`config.mk`:
```
export PLATFORM = sky130hd
export DESIGN_NAME = latch_mailbox_ctrl
export DESIGN_NICKNAME = d
export VERILOG_FILES = /design/src/rtl/latch_mailbox_pkg.sv /design/src/rtl/rr_arb2.sv /design/src/rtl/latch_mailbox_ctrl.sv
export SDC_FILE = /design/constraint.sdc
export NUM_CORES = 1
export LEC_CHECK = 0
export CORE_MARGIN = 4
export CORE_UTILIZATION = 49
export DETAILED_ROUTE_END_ITERATION = 6
export DONT_BUFFER_PORTS = 1
export SYNTH_ARGS = -nofsm -noshare
export SYNTH_HDL_FRONTEND = slang
export SYNTH_SLANG_ARGS = --single-unit
```
`constraint.sdc`:
```
create_clock -name Clk -period 1.8 [get_ports Clk]
set_clock_uncertainty 0.15 [all_clocks]
set_input_delay 0.36 -clock Clk [delete_from_list [all_inputs] [get_ports Clk]]
set_output_delay 0.36 -clock Clk [all_outputs]
set_load 0.05 [all_outputs]
```
`src/rtl/latch_mailbox_pkg.sv`:
```
// Shared types for the latch mailbox controller.
//   wr_state_t : write-FSM states (IDLE -> SETUP -> STROBE -> RELEASE)
//   wr_id_t    : writer identifier (WR_A, WR_B)
//   RD_CNT_W   : width of the read-window hold counter
package latch_mailbox_pkg;

    typedef enum logic [1:0] {
        IDLE    = 2'd0,
        SETUP   = 2'd1,
        STROBE  = 2'd2,
        RELEASE = 2'd3
    } wr_state_t;

    typedef enum logic {
        WR_A = 1'b0,
        WR_B = 1'b1
    } wr_id_t;

    localparam int RD_CNT_W = 4;

endpackage

```
`src/rtl/rr_arb2.sv`:
```
// Two-requester round-robin arbiter with a registered last-grant.
// The grant decision is combinational; the last-grant register only
// advances when the owner says the grant was taken.
// Ports:
//   Clk, RESETn : clock, synchronous active-low reset (last-grant -> B)
//   req_a/req_b : request levels
//   take        : grant is consumed this cycle when a request is present
//   gnt_valid   : at least one request present
//   gnt_b       : 1 = B wins, 0 = A wins (meaningful when gnt_valid)
module rr_arb2
    import latch_mailbox_pkg::*;
(
    input  logic Clk,
    input  logic RESETn,
    input  logic req_a,
    input  logic req_b,
    input  logic take,
    output logic gnt_valid,
    output logic gnt_b
);

    wr_id_t last_id;

    always_comb begin
        gnt_valid = req_a | req_b;
        // On a tie the writer that did not win last time gets the slot.
        if (req_a && req_b) begin
            gnt_b = (last_id == WR_A);
        end else begin
            gnt_b = req_b;
        end
    end

    // Reset to B so that A wins the first tie after reset.
    always_ff @(posedge Clk) begin
        if (!RESETn) begin
            last_id <= WR_B;
        end else if (take && gnt_valid) begin
            last_id <= gnt_b ? WR_B : WR_A;
        end
    end

endmodule

```
`src/rtl/latch_mailbox_ctrl.sv`:
```
// Single-byte mailbox in front of an external octal latch (74374-style).
// Two writers arbitrate round-robin; a granted byte is placed on LATCH_D,
// clocked into the latch by a one-cycle LATCH_CEN pulse, and the writer is
// acknowledged. A reader strobes RD_REQ to open the latch outputs for
// RD_HOLD cycles, which empties the mailbox.
//
// Handshake: WR_REQ_x is a level held until WR_ACK_x (one-cycle pulse in
// the RELEASE cycle); the writer drops WR_REQ_x after seeing the ack, and a
// request dropped before grant is simply forgotten. RD_REQ is a single-cycle
// strobe, accepted only when FULL=1 and no read window is open.
//
// Ports:
//   Clk, RESETn            : clock, synchronous active-low reset
//   WR_REQ_A/B, WR_DATA_A/B: writer requests and bytes
//   WR_ACK_A/B             : capture acknowledge pulses
//   RD_REQ                 : reader strobe
//   LATCH_D, LATCH_CEN     : latch data and clock enable (rising edge captures)
//   LATCH_OCn              : latch output enable, active-low
//   FULL, IRQn, OVR        : mailbox full, reader interrupt (!FULL), sticky overrun
//   dbg_wr_state           : current write-FSM state
module latch_mailbox_ctrl
    import latch_mailbox_pkg::*;
#(
    parameter int RD_HOLD   = 2,
    parameter int OVERWRITE = 0
)
(
    input  logic       Clk,
    input  logic       RESETn,
    input  logic       WR_REQ_A,
    input  logic [7:0] WR_DATA_A,
    output logic       WR_ACK_A,
    input  logic       WR_REQ_B,
    input  logic [7:0] WR_DATA_B,
    output logic       WR_ACK_B,
    input  logic       RD_REQ,
    output logic [7:0] LATCH_D,
    output logic       LATCH_CEN,
    output logic       LATCH_OCn,
    output logic       FULL,
    output logic       IRQn,
    output logic       OVR,
    output logic [1:0] dbg_wr_state
);

    localparam logic                OVW_EN  = (OVERWRITE != 0);
    localparam logic [RD_CNT_W-1:0] RD_LOAD = RD_CNT_W'(RD_HOLD - 1);

    wr_state_t             state;
    wr_state_t             state_nxt;
    wr_id_t                cur_id;
    logic                  rd_active;
    logic [RD_CNT_W-1:0]   rd_cnt;

    logic gnt_valid;
    logic gnt_b;
    logic grant_ok;
    logic grant;
    logic rd_accept;
    logic rd_done;
    logic wr_done;
    logic full_nxt;
    logic ovr_nxt;

    rr_arb2 u_arb (
        .Clk       (Clk),
        .RESETn    (RESETn),
        .req_a     (WR_REQ_A),
        .req_b     (WR_REQ_B),
        .take      (grant_ok),
        .gnt_valid (gnt_valid),
        .gnt_b     (gnt_b)
    );

    always_comb begin
        grant_ok  = (state == IDLE) && !rd_active && (!FULL || OVW_EN);
        grant     = grant_ok && gnt_valid;
        rd_accept = RD_REQ && FULL && !rd_active;
        rd_done   = rd_active && (rd_cnt == '0);
        // Leaving STROBE is the edge at which the latch has captured the byte.
        wr_done   = (state == STROBE);

        state_nxt = state;
        case (state)
            IDLE:    if (grant) state_nxt = SETUP;
            SETUP:   state_nxt = STROBE;
            STROBE:  state_nxt = RELEASE;
            RELEASE: state_nxt = IDLE;
            default: state_nxt = IDLE;
        endcase

        // A byte landing on the same edge a read window closes is a new,
        // unread byte, so the write's set takes priority over the read's clear.
        full_nxt = FULL;
        ovr_nxt  = OVR;
        if (rd_done) begin
            full_nxt = 1'b0;
            ovr_nxt  = 1'b0;
        end
        if (wr_done) begin
            full_nxt = 1'b1;
            if (FULL && OVW_EN && !rd_done) begin
                ovr_nxt = 1'b1;
            end
        end
    end

    always_ff @(posedge Clk) begin
        if (!RESETn) begin
            state     <= IDLE;
            cur_id    <= WR_A;
            LATCH_D   <= 8'h00;
            LATCH_CEN <= 1'b0;
            LATCH_OCn <= 1'b1;
            WR_ACK_A  <= 1'b0;
            WR_ACK_B  <= 1'b0;
            FULL      <= 1'b0;
            IRQn      <= 1'b1;
            OVR       <= 1'b0;
            rd_active <= 1'b0;
            rd_cnt    <= '0;
        end else begin
            state     <= state_nxt;
            // Outputs are registered from the next state so they line up
            // with the state they belong to.
            LATCH_CEN <= (state_nxt == STROBE);
            WR_ACK_A  <= (state_nxt == RELEASE) && (cur_id == WR_A);
            WR_ACK_B  <= (state_nxt == RELEASE) && (cur_id == WR_B);

            if (grant) begin
                LATCH_D <= gnt_b ? WR_DATA_B : WR_DATA_A;
                cur_id  <= gnt_b ? WR_B : WR_A;
            end

            if (rd_accept) begin
                rd_active <= 1'b1;
                rd_cnt    <= RD_LOAD;
                LATCH_OCn <= 1'b0;
            end else if (rd_active) begin
                if (rd_cnt == '0) begin
                    rd_active <= 1'b0;
                    LATCH_OCn <= 1'b1;
                end else begin
                    rd_cnt <= rd_cnt - RD_CNT_W'(1);
                end
            end

            FULL <= full_nxt;
            IRQn <= !full_nxt;
            OVR  <= ovr_nxt;
        end
    end

    assign dbg_wr_state = state;

endmodule

```
==> metrics.md <==
| Metric | Value |
|---|---|
| Status | `finished clean` |
| Vias | `790` |
| R2R depth | `6` |
| Max Cap Violations | `0` |
| Commonest register cell after synthesis | `dfxtp_1` |
| Root buf cell | `clkbuf_4` |
| Initial antenna violation count | `0` |
| CP Capture Type | `register` |
| Crit path buf inv count | `2` |
| Non-filler instance count after layout | `136` |
| Worst skew pair latency | `0.31 ns` |
| Seq cells post-synth | `23` |
| H-Tree Depth | `1` |
| Die Area | `2820 um2` |
| Setup ws final | `0.0848 ns` |
| Hold EP | `dbg_wr_state[1]` |
| Leakage | `0.000421 uW` |
| GP Congestion | `0.703` |
| Syn_area_per_cell | `9.51 um2` |
| Crit-path cells | `inv_1 > ha_1 > nor3b_2 > buf_4 > nand2_1 > a221o_1` |
| Reg2reg start | `dbg_wr_state[0]` |
| Crit path kind | `register to register` |
| Max Freq | `583 MHz` |
| Number of placed cells counting well taps | `130` |
| Detailed Routing Iterations Pass 1 | `4` |
| Clock Power Share | `0.118` |
| RSZ-0062 raised after global routing | `no` |
| Via density | `5.81` |
| Total CTS buffers | `3` |
| Power Dens Cells | `1780 nW/um2` |
| Crit path max fanout | `11` |
| Vias in the first global route | `781` |
| Switching pwr | `966 uW` |
| # rows | `16` |
| First-pass GRT wire length | `3190 um` |
| CP peak stage delay | `0.34 ns` |
| Peak supply drop | `0.000913 V` |
| Layout cells sized above 1 | `0.174` |
| Number of diodes | `0` |
| Starting Density | `0.514` |
| Area after DPL | `1030 um2` |
| Routed len/inst | `15.4 um` |
| Port bufs | `0` |
| Critical Path Stages | `6` |
| Worst setup SP type | `register` |
| Crit share post-route | `0.953` |
| CP required | `1.86 ns` |
| Asr flop ratio synth | `0` |
| Seq pwr share | `0.558` |
| Final Hold Vio Count | `0` |
| Switching Share | `0.492` |
| Number of distinct library cells after synthesis | `32` |
| Final WL | `2090 um` |
| DRC Markers | `0` |
| R2R Path End | `u_arb.last_id` |
| Fin nets | `136` |
| Core area | `1940 um2` |
| Syn Std Cell Area | `998 um2` |
| Top-level port count | `38` |
| Syn nets | `131` |
| Total GRT Usage | `0.155` |
| CP top delay family | `flip-flops` |
| Worst path slowest cell | `dfxtp_2` |
| Hold Crit Start | `RESETn` |
| Internal power | `996 uW` |
| HP Class | `input pin to register` |
| Antenna Nets Post-Route | `0` |
| Min-Delay Path Depth | `1` |
| Minimum clock period | `1.72 ns` |
| Place WS | `0.0427 ns` |
| Die Span Y | `53.1 um` |
| Slew HR | `0.596` |
| Final Max Slew Viols | `0` |
| Comb pwr share | `0.324` |
| CTS Buffer Depth | `2` |
| Design Area, Final | `1100 um2` |
| Overflow after GRT | `0` |
| Sequential area share after synthesis | `0.461` |
| TritonCTS clock tree | `done` |
| Synthesized instance count | `105` |
| CTS Sinks | `23` |
| CP Data Arrival Time | `1.78 ns` |
| Die Wd | `53.1 um` |
| Clk slew on worst S/H paths | `0.13 ns` |
| # setup viols final | `0` |
| Setup TNS | `0 ns` |
| Worst R2R Setup Slack | `0.08 ns` |
| # fillers | `194` |
| Largest net degree at the start of global routing | `14` |
| Slew @ Worst Pin | `0.605 ns` |
| Synthesis warning total | `0` |
| Area growth syn-to-layout | `10.3%` |
| Iter 0 DRT Violations | `16` |
| Number of synthesized flops with an enable pin | `0` |
| Post-DP HPWL | `1490 um` |
registers in the layout, indices dropped and copies added, names as in the netlist:
name / flops
FULL: 1
IRQn: 1
LATCH_CEN: 1
LATCH_D: 8
LATCH_OCn: 1
WR_ACK_A: 1
WR_ACK_B: 1
cur_id: 1
dbg_wr_state: 2
rd_active: 1
rd_cnt: 4
u_arb.last_id: 1
synth_stat cells (all sizes together) (2+ instances only):
master	count	area, um2
o32ai	8	70.1
a31oi	2	12.5
nand2	9	33.8
nor2	2	7.51
clkbuf	3	11.3
or3b	2	17.5
o21ai	2	10.0
a221oi	8	70.1
dfxtp	23	460
inv	14	52.6
buf	4	26.3
ha	5	62.6
and2	2	12.5
a21oi	7	35.0
power groups by stage:
stage | clock (uW) | sequential [uW] | combinational, uW
after global routing | 262 | 1110 | 713
after detailed placement | 0 | 1110 | 610
after floorplan | 0 | 1190 | 366
after CTS | 244 | 1100 | 616
after global placement | 0 | 1110 | 599
final | 232 | 1100 | 635
kinds of logic after synthesis:
| logic type | after synthesis | synth area share |
|---|---|---|
| fa+ha+maj | 5 | 0.0627 |
| flops | 23 | 0.461 |
| buf+inv | 21 | 0.0902 |
| compound gates | 32 | 0.246 |
| other cells | 1 | 0.00376 |
| simple gates | 23 | 0.137 |
through the flow:
| stage | hold WS [ns] | power [uW] | utilization |
|---|---|---|---|
| 2_1_floorplan | 0.253 | 1550 | - |
| 3_3_place_gp | 0.285 | 1710 | 0.533 |
| 3_5_place_dp | 0.285 | 1720 | 0.533 |
| 4_1_cts | 0.00246 | 1960 | 0.552 |
| 5_1_grt | 0.00790 | 2090 | 0.567 |
| 6_report | 0.0191 | 1960 | 0.567 |
placed cells by master, fill, tap and decap left out, types with 2 or more instances in the layout:
master         Yosys  layout
dfxtp_1           23      20
nand2_1            9       9
ha_1               5       5
dlygate4sd3_1      0       2
a21oi_1            7       6
and2_1             2       2
nor2_1             2       2
clkbuf_4           0       3
inv_1             14      14
o32ai_1            8       8
a221oi_1           8       8
dfxtp_2            0       3
buf_4              1       5
a31oi_1            2       2
layer usage:
layer | up-vias | track usage | wire length, um
li1 | 388 | - | -
met1 | 372 | 0.179 | 892
met2 | 24 | 0.260 | 993
met3 | 6 | 0.0310 | 158
met4 | 0 | 0.0936 | 44
met5 | - | 0 | 0
repair_timing:
item | 4_1_cts | 5_1_grt
endpoints found under the hold margin | 2 | 1
setup endpoints to repair | 0 | 13
gates resized for setup | 0 | 6
setup buffers | 0 | 0
hold buffers | 1 | 1
worst max path at each step:
stage                               start       endpoint  slack, ns
after floorplan           dbg_wr_state[0]  u_arb.last_id      0.003
after global placement          rd_cnt[0]           FULL       0.04
after detailed placement        rd_cnt[0]           FULL       0.04
after CTS                       rd_cnt[0]           IRQn       0.02
after global routing      dbg_wr_state[1]  u_arb.last_id       0.02
final                     dbg_wr_state[0]  u_arb.last_id       0.08
area by class of cell:
class	count	area [um2]	area share
inverters	14	52.6	0.0477
multi-input cells	61	465	0.423
well taps	27	33.8	0.0307
repair buffers	7	57.6	0.0523
clock inverters	1	5.00	0.00455
clock buffers	3	22.5	0.0205
flip-flops and latches	23	464	0.422
No activity file was read; power rests on OpenSTA's default activity.
